==> config.mk <==
export PLATFORM = sky130hd
export DESIGN_NAME = button_conditioner
export DESIGN_NICKNAME = d
export VERILOG_FILES = /design/src/rtl/button_pkg.sv /design/src/rtl/debouncer.sv /design/src/rtl/button_conditioner.sv
export SDC_FILE = /design/constraint.sdc
export NUM_CORES = 1
export LEC_CHECK = 0
export BUFFER_PORTS_ARGS = -buffer_cell sky130_fd_sc_hd__buf_2
export CAP_MARGIN = 10
export CORE_AREA = 3 3 89 91
export CTS_BUF_LIST = sky130_fd_sc_hd__clkbuf_4
export DETAILED_ROUTE_END_ITERATION = 8
export DIE_AREA = 0 0 92 94
export GPL_TIMING_DRIVEN = 0
export PLACE_DENSITY = 0.72
export RECOVER_POWER = 100
export REMOVE_ABC_BUFFERS = 1
export SLEW_MARGIN = 20
export SYNTH_ARGS = -nofsm -noshare
export SYNTH_HDL_FRONTEND = slang
export SYNTH_SLANG_ARGS = --single-unit
export TNS_END_PERCENT = 50
==> constraint.sdc <==
create_clock -name clk -period 3.99 [get_ports clk]
set_input_delay 0.5985 -clock clk [delete_from_list [all_inputs] [get_ports clk]]
set_output_delay 0.5985 -clock clk [all_outputs]
set_load 0.1 [all_outputs]
==> src/rtl/button_pkg.sv <==
// Shared encodings and sizing helpers for the push-button front end.
// Used by button_conditioner and debouncer.
package button_pkg;

  localparam logic [1:0] LOW       = 2'd0;
  localparam logic [1:0] WAIT_HIGH = 2'd1;
  localparam logic [1:0] HIGH      = 2'd2;
  localparam logic [1:0] WAIT_LOW  = 2'd3;

  localparam int DEF_DEBOUNCE_CYCLES = 50000;
  localparam int DEF_REPEAT_DELAY    = 25000000;
  localparam int DEF_REPEAT_PERIOD   = 5000000;

  function automatic int cnt_width(input int dbc, input int rdly, input int rper);
    int m;
    m = dbc;
    if (rdly > m) m = rdly;
    if (rper > m) m = rper;
    return $clog2(m + 1);
  endfunction

endpackage

==> src/rtl/debouncer.sv <==
// Single-button conditioner: 2-flop synchronizer, counter debounce FSM,
// press pulse and (when REPEAT_EN) an auto-repeat timer while held.
module debouncer
  import button_pkg::*;
#(
  parameter int DEBOUNCE_CYCLES = DEF_DEBOUNCE_CYCLES,
  parameter int REPEAT_DELAY    = DEF_REPEAT_DELAY,
  parameter int REPEAT_PERIOD   = DEF_REPEAT_PERIOD,
  parameter bit REPEAT_EN       = 1'b0
) (
  input  logic clk,
  input  logic async_nreset,
  input  logic raw_i,
  output logic level_o,
  output logic re_o
);

  localparam int CW = cnt_width(DEBOUNCE_CYCLES, REPEAT_DELAY, REPEAT_PERIOD);
  localparam logic [CW-1:0] DbLim  = CW'(DEBOUNCE_CYCLES);
  localparam logic [CW-1:0] DlyLim = CW'(REPEAT_DELAY);
  localparam logic [CW-1:0] PerLim = CW'(REPEAT_PERIOD);

  function automatic logic [CW-1:0] sat_inc(input logic [CW-1:0] v);
    return (v == {CW{1'b1}}) ? v : v + CW'(1);
  endfunction

  logic [1:0]    sync_q;
  logic          sync;
  logic [1:0]    state_q, state_d;
  logic [CW-1:0] cnt_q, cnt_d;
  logic [CW-1:0] rpt_q, rpt_d;
  logic          rep_q, rep_d;
  logic          level_q, level_d;
  logic          re_q, re_d;
  logic          press, rpt_fire;
  logic [CW-1:0] cnt_inc, rpt_inc;

  assign sync    = sync_q[1];
  assign cnt_inc = sat_inc(cnt_q);
  assign rpt_inc = sat_inc(rpt_q);

  always_ff @(posedge clk or negedge async_nreset) begin
    if (!async_nreset) begin
      sync_q  <= '0;
      state_q <= LOW;
      cnt_q   <= '0;
      rpt_q   <= '0;
      rep_q   <= 1'b0;
      level_q <= 1'b0;
      re_q    <= 1'b0;
    end else begin
      sync_q  <= {sync_q[0], raw_i};
      state_q <= state_d;
      cnt_q   <= cnt_d;
      rpt_q   <= rpt_d;
      rep_q   <= rep_d;
      level_q <= level_d;
      re_q    <= re_d;
    end
  end

  always_comb begin
    state_d  = state_q;
    cnt_d    = cnt_q;
    press    = 1'b0;
    rpt_d    = '0;
    rep_d    = 1'b0;
    rpt_fire = 1'b0;
    unique case (state_q)
      LOW: if (sync) begin
        if (DbLim <= CW'(1)) begin
          state_d = HIGH;
          press   = 1'b1;
        end else begin
          state_d = WAIT_HIGH;
          cnt_d   = CW'(1);
        end
      end
      WAIT_HIGH: if (!sync) begin
        state_d = LOW;
        cnt_d   = '0;
      end else if (cnt_inc >= DbLim) begin
        state_d = HIGH;
        cnt_d   = '0;
        press   = 1'b1;
      end else begin
        cnt_d = cnt_inc;
      end
      HIGH: if (!sync) begin
        if (DbLim <= CW'(1)) begin
          state_d = LOW;
        end else begin
          state_d = WAIT_LOW;
          cnt_d   = CW'(1);
        end
      end
      WAIT_LOW: if (sync) begin
        state_d = HIGH;
        cnt_d   = '0;
      end else if (cnt_inc >= DbLim) begin
        state_d = LOW;
        cnt_d   = '0;
      end else begin
        cnt_d = cnt_inc;
      end
      default: state_d = LOW;
    endcase
    // Repeat timer only runs across cycles spent continuously in HIGH.
    if (REPEAT_EN && state_q == HIGH && state_d == HIGH) begin
      if (rpt_inc >= (rep_q ? PerLim : DlyLim)) begin
        rpt_fire = 1'b1;
        rep_d    = 1'b1;
      end else begin
        rpt_d = rpt_inc;
        rep_d = rep_q;
      end
    end
  end

  always_comb begin
    level_d = (state_d == HIGH) || (state_d == WAIT_LOW);
    re_d    = press | rpt_fire;
  end

  assign level_o = level_q;
  assign re_o    = re_q;

endmodule

==> src/rtl/button_conditioner.sv <==
// Raw push-buttons to debounced levels and one-cycle press pulses.
// Optional auto-repeat on held buttons: define BUTTON_AUTOREPEAT_EN.
module button_conditioner
  import button_pkg::*;
#(
  parameter int N_BUTTONS                   = 2,
  parameter int DEBOUNCE_CYCLES             = DEF_DEBOUNCE_CYCLES,
  parameter int REPEAT_DELAY                = DEF_REPEAT_DELAY,
  parameter int REPEAT_PERIOD               = DEF_REPEAT_PERIOD,
  parameter logic [N_BUTTONS-1:0] REPEAT_MASK = 2'b01
) (
  input  logic                 clk,
  input  logic                 async_nreset,
  input  logic [N_BUTTONS-1:0] buttons_raw,
  output logic [N_BUTTONS-1:0] buttons_level,
  output logic [N_BUTTONS-1:0] buttons_re
);

`ifdef BUTTON_AUTOREPEAT_EN
  localparam bit RptOn = 1'b1;
`else
  localparam bit RptOn = 1'b0;
`endif

  for (genvar i = 0; i < N_BUTTONS; i++) begin : g_btn
    debouncer #(
      .DEBOUNCE_CYCLES(DEBOUNCE_CYCLES),
      .REPEAT_DELAY   (REPEAT_DELAY),
      .REPEAT_PERIOD  (REPEAT_PERIOD),
      .REPEAT_EN      (RptOn && REPEAT_MASK[i])
    ) u_deb (
      .clk         (clk),
      .async_nreset(async_nreset),
      .raw_i       (buttons_raw[i]),
      .level_o     (buttons_level[i]),
      .re_o        (buttons_re[i])
    );
  end

endmodule

==> metrics.cfg, run 1 <==
[worst_setup_path]
cpMostUsedCell=o221ai_1
required_ns=4.26
cp.arrival_ns=3.88
cp_max_fo=18
crit_family=simple AND/OR/NAND/NOR gates
start_kind=flop
critPathMaxStageDelay_ns=0.67
end_kind=flop
crit_path_top_delay_cell=nor4_4
cp_cell_sequence=ha_1 -> nand4_2 -> nor4_4 -> and2_0 -> o221ai_1 -> a211oi_2 -> o221ai_4 -> nand3_2 -> o221ai_1
worstSetupPathType=reg -> reg
cp_num_buf_inv=0

[synth]
ys.warnings.count=0
synthesis.area_um2=4080
async_flop_share=1.00
synth_ff_type=dfrtp_1
yosysUniqueCellTypes=73
synth_edf_count=0
seq_area_frac_synth=0.380
synth_seq_cells=62
avgSynthCellArea_um2=8.72
synth_cells=468

[sta]
finalSetupViolations=0
hold_viol_final=0
drv_slew=63
timing.hold.ws_ns=0.297
fin_tns_setup_ns=0
skew_ns=0.00762
tightestPinTransition_ns=3.26
fmax_mhz=277
max_slew_margin=-1.17
period_minus_slack_ns=3.61
rsz0062_at_grt=false
finalCritPeriodShare=0.904

[route]
drt-initial-drc-count=133
drtAntennaViolNets=0
drc=0
drt_pass1_iterations=4
avgRoutedWirePerCell_um=16.5
drt-vias-per-instance=6.42
drt_wl_total_um=9280
vias=3603

[final_layout]
n_fill_cell=656
n_antenna_cell=0
final_layout_size_suffix_gt1_frac=0.0887
final_area_um2=4240
fin_nets=463
multiInputGateArea_um2=2370
syn_to_final_growth_pct=3.93
regArea_um2=1550
final_cells=561

[floorplan]
dieArea_um2=8650
fp.dieH_um=94
die_width_um=92
core_um2=7210
initial_core_util=0.565
placement_rows=31
io_pins=8

[cts]
cts_buffers=9
cts-htree-levels=3
cts.path.max_buffers=2
cts_hold_buffers=0
path_clk_slew_ns=0.10
cts_tree=done
insertion_delay_ns=0.41
root_buffer=clkbuf_4
cts_num_sinks=62

[placement]
dp.cells=545
place_hpwl_um=6320
post_dp_cell_area_um2=4100
gp_congestion=0.882
portBuffers=7

[power]
vdd_drop_max_mv=0.273
p_leak_nw=1.74
p_per_area_nw_per_um2=268
finalPower_mw=1.13

[grt]
grt_pass1_wl_um=15800
gr-usage-all-layers=0.226
antenna_found_initial=0
grt_pass1_vias=3458
grt_max_degree=63
grt_overflow=0

[min_path]
hold_class=in -> reg

[status]
status=finished, violations left
violations=max-capacitance violations, max-slew violations

[job]
maxCapViolations=1

==> through the flow <==
step                      setup WS [ns]  utilization
after floorplan                   0.915            -
after global placement            0.110        0.567
after detailed placement          0.242        0.569
after CTS                         0.196        0.587
after global routing             0.0204        0.588
final                             0.383        0.588
==> kinds of logic after synthesis <==
logic type,Yosys count,synth area share
multiplexers,7,0.0184
AO/OA/AOI/OAI,102,0.195
flip-flops,62,0.380
AND/OR/NAND/NOR,244,0.327
adder cells (fa/ha/maj),2,0.00613
XOR/XNOR,14,0.0301
buffers and inverters,37,0.0429
==> final cells by class <==
cell class	instances	share of cell area
clock buffer	11	0.0195
clock inverter	5	0.0118
inverter	8	0.00708
multi-input combinational	369	0.560
sequential	62	0.366
tap	99	0.0292
timing repair buffer	7	0.00679
==> path summary, 6_finish.rpt <==
path	from	end	slack, ns	cells after the start
hold / removal	buttons_raw[0]	g_btn[0].u_deb.sync_q[0]	0.30	1
max in group asynchronous	async_nreset	g_btn[1].u_deb.cnt_q[7]	0.89	1
hold reg to reg	g_btn[1].u_deb.sync_q[0]	g_btn[1].u_deb.sync_q[1]	0.36	0
setup / recovery	g_btn[0].u_deb.cnt_q[0]	g_btn[0].u_deb.cnt_q[5]	0.38	9
setup reg to reg	g_btn[0].u_deb.cnt_q[0]	g_btn[0].u_deb.cnt_q[5]	0.38	9
min in group asynchronous	async_nreset	g_btn[1].u_deb.sync_q[1]	1.27	1
==> per-layer routing <==
layer,share of wire,wire length (um),global-route usage
met1,0.42,3950,0.264
met5,0,0,0
met4,0.024,227,0.108
met2,0.51,4730,0.397
met3,0.041,382,0.0433
==> cells in the mapped netlist, types with 3 or more instances <==
cell type   n  area share
a2111oi_0   3      0.0064
a211o_1     3      0.0064
a211oi_1    9       0.017
a211oi_2    3      0.0092
a21oi_1    11       0.013
a31oi_1     8       0.012
and2_1     32       0.049
and3_1     12       0.018
and4_1      7       0.015
buf_2       9       0.011
buf_4       4      0.0074
clkbuf_1   12       0.011
dfrtp_1    62        0.38
inv_1       8      0.0074
mux2_2      4       0.011
mux2i_1     3      0.0074
nand2_1    65       0.060
nand3_1    25       0.031
nand4_1    14       0.021
nor2_1     31       0.029
nor3_1     14       0.017
nor3b_1     5      0.0092
nor4_1      8       0.012
o2111ai_1   7       0.015
o211a_1     3      0.0074
o21ai_0    11       0.013
o221ai_1   12       0.026
o311ai_1    3      0.0064
o31ai_1     4      0.0074
or2_2       5      0.0077
or3_1       3      0.0046
xnor2_1    10       0.021
xor2_1      4      0.0086
==> power breakdown <==
group / leakage, nW / switching, mW / internal, mW
Clock: 0.0719 / 0.227 / 0.200
Combinational: 0.827 / 0.0398 / 0.0142
Sequential: 0.846 / 0.0153 / 0.638
Total: 1.74 / 0.283 / 0.852
==> registers in the layout, indices dropped and copies added (netlist names) <==
| register | cells |
|---|---|
| g_btn.u_deb.level_o | 2 |
| g_btn.u_deb.sync_q | 4 |
| g_btn.u_deb.state_q | 4 |
| g_btn.u_deb.cnt_q | 50 |
| g_btn.u_deb.re_o | 2 |
==> cell usage in the layout (no fill, tap or decap), types with 4 or more instances in the layout <==
| cell | instances |
|---|---|
| inv_1 | 8 |
| and2_0 | 13 |
| clkbuf_4 | 11 |
| nand4_1 | 14 |
| nand3_1 | 25 |
| xor2_1 | 4 |
| xnor2_1 | 10 |
| and2_1 | 20 |
| a211oi_1 | 10 |
| mux2_2 | 4 |
| and3_1 | 12 |
| o31ai_1 | 4 |
| a21oi_1 | 11 |
| nor3_1 | 13 |
| o2111ai_1 | 7 |
| nor3b_1 | 5 |
| or2_2 | 4 |
| dfrtp_1 | 62 |
| nor2_1 | 31 |
| nand2_1 | 65 |
| a31oi_1 | 7 |
| o221ai_1 | 12 |
| nor4_1 | 8 |
| o21ai_0 | 11 |
| clkbuf_1 | 5 |
| and4_1 | 8 |
==> timing repair <==
item                                    in CTS  in global routing
setup buffers                                0                  0
endpoints found under the setup margin       0                  7
gates resized for setup                      0                  2
Note: power is estimated with default switching activity, not from simulation.
==> run 2, diff against run 1 <==
--- a/config.mk
+++ b/config.mk
@@ -5,14 +5,14 @@
 export SDC_FILE = /design/constraint.sdc
 export NUM_CORES = 1
 export LEC_CHECK = 0
-export BUFFER_PORTS_ARGS = -buffer_cell sky130_fd_sc_hd__buf_2
 export CAP_MARGIN = 10
 export CORE_AREA = 3 3 89 91
 export CTS_BUF_LIST = sky130_fd_sc_hd__clkbuf_4
 export DETAILED_ROUTE_END_ITERATION = 8
 export DIE_AREA = 0 0 92 94
+export DONT_BUFFER_PORTS = 1
 export GPL_TIMING_DRIVEN = 0
-export PLACE_DENSITY = 0.72
+export PLACE_DENSITY = 0.71
 export RECOVER_POWER = 100
 export REMOVE_ABC_BUFFERS = 1
 export SLEW_MARGIN = 20
==> run 2 against run 1 <==
  * Critical path type unchanged
  * Largest power group unchanged
  * Via count increased by 1.6%
  * The flow still finishes with violations (max-capacitance violations, max-slew violations)
  * Sequential power is essentially flat
  * Fmax fell by 1.2%
  * Cell area is 0.15% lower
  * Global-route usage increased by 0.83 points
  * Die area unchanged
==> metrics.cfg, run 2 (synthesis results as in run 1) <==
[power]
p_sw_frac=0.239
comb_power_share=0.045
pwr-share-seq=0.543
clock_power_share=0.413
p_int_mw=0.916
vdd_drop_max_mv=0.204
finalPower_mw=1.20
p_sw_mw=0.288
p_leak_nw=1.75
p_per_area_nw_per_um2=285

[floorplan]
die_width_um=92
fp.dieH_um=94
io_pins=8
placement_rows=31
initial_core_util=0.565
dieArea_um2=8650
core_um2=7210

[final_layout]
largest_reg_flops=50
n_antenna_cell=0
n_fill_cell=650
fin_nets=458
top_register=g_btn.u_deb.cnt_q
mostFrequentLayoutCell=nand2_1
layout.cells.most_common_list=65 x nand2_1, 62 x dfrtp_1, 31 x nor2_1
reg.largest.list=g_btn.u_deb.cnt_q: 50 flops, g_btn.u_deb.state_q: 4 flops, g_btn.u_deb.sync_q: 4 flops
syn_to_final_growth_pct=3.77
final_area_um2=4230
final_layout_size_suffix_gt1_frac=0.0853

[worst_setup_path]
crit_path_top_delay_cell=nor4_4
critPathMaxStageDelay_ns=0.68
required_ns=4.31
end_kind=flop
cp_max_fo=10
cp_cell_sequence=ha_1 -> nand4_2 -> nor4_4 -> and2_0 -> o221ai_1 -> a211oi_2 -> o221a_1 -> o21ai_1 -> mux2_2
cp.arrival_ns=3.97
start_kind=flop
worstSetupPathType=reg -> reg

[status]
violations=max-capacitance violations, max-slew violations
status=finished, violations left

[cts]
root_buffer=clkbuf_4
cts_tree=done
cts-htree-levels=3
cts_num_sinks=62
path_clk_slew_ns=0.10
cts_buffers=9
cts.path.max_buffers=2
insertion_delay_ns=0.44

[route]
drt-vias-per-instance=6.59
drt-initial-drc-count=199
drt_pass1_iterations=5
drtAntennaViolNets=0
vias=3662
drt_wl_total_um=9490
avgRoutedWirePerCell_um=17.1
drc=0

[sta]
timing.hold.ws_ns=0.195
max_slew_margin=-1.15
skew_ns=0.0185
fin_tns_setup_ns=0
setup_slack_ns=0.338
tightestPinTransition_ns=3.23
period_minus_slack_ns=3.65
rsz0062_at_grt=false
drv_slew=63
hold_viol_final=0
finalSetupViolations=0
finalCritPeriodShare=0.915
fmax_mhz=274

[job]
maxCapViolations=1

[placement]
portBuffers=0
post_dp_cell_area_um2=4080
place_ws_ns=0.257
place_hpwl_um=6390
gp_congestion=0.918

[min_path]
hold_class=in -> reg

[grt]
grt_pass1_wl_um=16300
grt_max_degree=63
antenna_found_initial=0
grt_pass1_vias=3400
grt_overflow=0
gr-usage-all-layers=0.234

run 2: critical path, delay by kind of cell, from the launching register on:
family,cells,cell delay [ns]
AO/OA/AOI/OAI,4,1.09
AND/OR/NAND/NOR,3,1.39
multiplexers,1,0.30
adder cells (fa/ha/maj),1,0.28
flip-flops,1,0.50
run 2: power groups by stage:
stage / sequential [mW] / combinational (mW) / clock, mW
floorplan: 0.661 / 0.0308 / 0
global placement: 0.665 / 0.0398 / 0
detailed placement: 0.665 / 0.0430 / 0
CTS: 0.653 / 0.0593 / 0.508
global route: 0.655 / 0.0627 / 0.539
finish: 0.654 / 0.0538 / 0.497
run 2: cell type report:
cell class / count / area, um^2 / area share
well taps: 99 / 124 / 0.0293
repair buffers: 2 / 7.51 / 0.00177
clock inverters: 5 / 73.8 / 0.0174
multi-input cells: 369 / 2360 / 0.558
flip-flops and latches: 62 / 1550 / 0.367
clock buffers: 11 / 82.6 / 0.0195
inverters: 8 / 30.0 / 0.00709
run 2: final timing paths:
check	startpoint	end	slack (ns)	cells after the start
max in group asynchronous	async_nreset	g_btn[1].u_deb.state_q[0]	0.94	1
hold reg to reg	g_btn[1].u_deb.sync_q[0]	g_btn[1].u_deb.sync_q[1]	0.36	0
min in group asynchronous	async_nreset	g_btn[0].u_deb.cnt_q[12]	1.23	1
setup / recovery	g_btn[0].u_deb.cnt_q[0]	g_btn[0].u_deb.state_q[1]	0.34	9
setup reg to reg	g_btn[0].u_deb.cnt_q[0]	g_btn[0].u_deb.state_q[1]	0.34	9
hold / removal	buttons_raw[0]	g_btn[0].u_deb.sync_q[0]	0.19	0
run 2: routing by layer:
layer,vias to the layer above,track usage,wire length (um)
met5,-,0,0
met4,0,0.114,178
met3,22,0.0521,578
met2,134,0.373,4660
met1,1771,0.301,4080
li1,1735,-,-
run 2: stage by stage:
step | instances | utilization
after floorplan | 439 | -
after global placement | 538 | 0.562
after detailed placement | 539 | 0.566
after CTS | 556 | 0.591
after global routing | 556 | 0.587
final | 556 | 0.587
run 2: timing repair:
item	in CTS	in global routing
endpoints found under the hold margin	62	0
setup endpoints to repair	0	6
hold buffers	1	0
setup buffers	0	0
gates resized for setup	0	2
==> run 3, diff against run 2 <==
--- a/config.mk
+++ b/config.mk
@@ -12,7 +12,7 @@
 export DIE_AREA = 0 0 92 94
 export DONT_BUFFER_PORTS = 1
 export GPL_TIMING_DRIVEN = 0
-export PLACE_DENSITY = 0.71
+export PLACE_DENSITY_LB_ADDON = 0.08
 export RECOVER_POWER = 100
 export REMOVE_ABC_BUFFERS = 1
 export SLEW_MARGIN = 20
==> run 3 against run 2 <==
  * The flow still finishes with violations (max-capacitance violations, max-slew violations)
  * Combinational power is 1% lower
  * Fmax is 0.85% lower
  * Global-route usage is 0.23 points higher
  * Worst setup slack worse by 0.031 ns
  * Count of clock-buffer cells in the layout stayed put
  * Via count is 0.87% lower
  * Core utilization is 0.24 points lower
  * Largest cell class unchanged
  * Largest power group unchanged
==> metrics.cfg, run 3 (synthesis results as in run 1) <==
[sta]
hold_viol_final=0
rsz0062_at_grt=false
finalSetupViolations=0
drv_slew=88
max_slew_margin=-1.12
finalCritPeriodShare=0.923
fin_tns_setup_ns=0
tightestPinTransition_ns=3.19
skew_ns=0.0246
period_minus_slack_ns=3.68
fmax_mhz=271
timing.hold.ws_ns=0.198

[final_layout]
reg.largest.list=g_btn.u_deb.cnt_q: 50 flops, g_btn.u_deb.state_q: 4 flops, g_btn.u_deb.sync_q: 4 flops
largest_reg_flops=50
n_antenna_cell=0
fin_nets=457
top_register=g_btn.u_deb.cnt_q
final_layout_size_suffix_gt1_frac=0.0877
final_util=0.584
syn_to_final_growth_pct=3.34
layout.cells.most_common_list=65 x nand2_1, 62 x dfrtp_1, 31 x nor2_1
final_area_um2=4220
mostFrequentLayoutCell=nand2_1

[worst_setup_path]
cp_cell_sequence=ha_1 -> nand4_2 -> nor4_4 -> and2_0 -> o221ai_1 -> a211oi_2 -> o221a_1 -> o21ai_1 -> mux2_2
start_kind=flop
crit_path_top_delay_cell=nor4_4
startpoint=g_btn[0].u_deb.cnt_q[0]
reg2reg_from=g_btn[0].u_deb.cnt_q[0]
r2r_slack_ns=0.31
cp_max_fo=10
worstSetupPathType=reg -> reg
required_ns=4.28
rr_endpoint=g_btn[0].u_deb.level_o
critPathMaxStageDelay_ns=0.66
reg2reg_depth=9
end_kind=flop
cp.arrival_ns=3.98

[min_path]
holdPathEnd=g_btn[1].u_deb.sync_q[0]
hold_class=in -> reg
holdPathStages=0
holdCritStartpoint=buttons_raw[1]

[grt]
gr-usage-all-layers=0.236
grt_max_degree=63
grt_pass1_wl_um=16400
grt_overflow=0
grt_pass1_vias=3570
antenna_found_initial=0

[floorplan]
fp.dieH_um=94
placement_rows=31
core_um2=7210
die_width_um=92
dieArea_um2=8650
initial_core_util=0.565
io_pins=8

[status]
status=finished, violations left
violations=max-capacitance violations, max-slew violations

[route]
vias=3630
avgRoutedWirePerCell_um=17.1
drt_pass1_iterations=5
drt-vias-per-instance=6.54
drc=0
drtAntennaViolNets=0
drt_wl_total_um=9480
drt-initial-drc-count=185

[placement]
portBuffers=0
post_dp_cell_area_um2=4060
gp_congestion=0.944
place_hpwl_um=6410

[cts]
cts_buffers=9
root_buffer=clkbuf_4
cts_num_sinks=62
cts-htree-levels=3
path_clk_slew_ns=0.12
cts.path.max_buffers=2
insertion_delay_ns=0.42
cts_tree=done
cts_setup_buffers=0

[power]
p_leak_nw=1.74
vdd_drop_max_mv=0.145
finalPower_mw=1.16
p_per_area_nw_per_um2=276

[job]
maxCapViolations=2

==> run 3: changes by cell type in the layout (fill, tap and decap cells not counted), sizes merged <==
cell      previous run  this run
bufinv               2         1
clkinvlp             0         1
clkbuf              13        12
==> run 3: metal layers <==
layer	vias up	part of all wire	global-route usage
met4	0	0.022	0.101
met2	146	0.50	0.409
li1	1723	-	-
met3	24	0.057	0.0425
met1	1737	0.42	0.289
met5	-	0	0
==> run 3: repair_timing <==
| item | 4_1_cts | 5_1_grt |
|---|---|---|
| hold buffers | 1 | 0 |
| endpoints found under the setup margin | 0 | 7 |
| hold endpoints to repair | 62 | 0 |
| gates resized for setup | 0 | 2 |
==> run 3: report_power, final <==
| part | internal (mW) | total, mW | switching [mW] |
|---|---|---|---|
| sequential | 0.638 | 0.653 | 0.0150 |
| combinational | 0.0135 | 0.0530 | 0.0395 |
| clock | 0.206 | 0.456 | 0.250 |
==> run 3: area by class of cell <==
class	count	area, um^2
clock buffers	11	82.6
clock inverters	5	60.1
fillers	668	3000
inverters	8	30.0
multi-input cells	369	2360
flip-flops and latches	62	1550
well taps	99	124
repair buffers	1	3.75
==> run 3: stage by stage <==
step	cells	worst slack [ns]
2_1_floorplan	439	0.915
3_3_place_gp	538	0.187
3_5_place_dp	538	0.193
4_1_cts	555	0.169
5_1_grt	555	0.0667
6_report	555	0.306
==> run 3: how the worst max path moves through the flow <==
stage                              end
2_1_floorplan  g_btn[1].u_deb.cnt_q[1]
3_3_place_gp   g_btn[0].u_deb.cnt_q[7]
3_5_place_dp   g_btn[0].u_deb.cnt_q[7]
4_1_cts        g_btn[0].u_deb.cnt_q[7]
5_1_grt         g_btn[0].u_deb.level_o
6_report        g_btn[0].u_deb.level_o
==> run 3: critical path: cells and delay by family, from the launching register on <==
kind | cells | cell delay (ns)
AO/OA/AOI/OAI | 4 | 1.10
multiplexers | 1 | 0.29
AND/OR/NAND/NOR | 3 | 1.40
adder cells (fa/ha/maj) | 1 | 0.27
flip-flops | 1 | 0.50
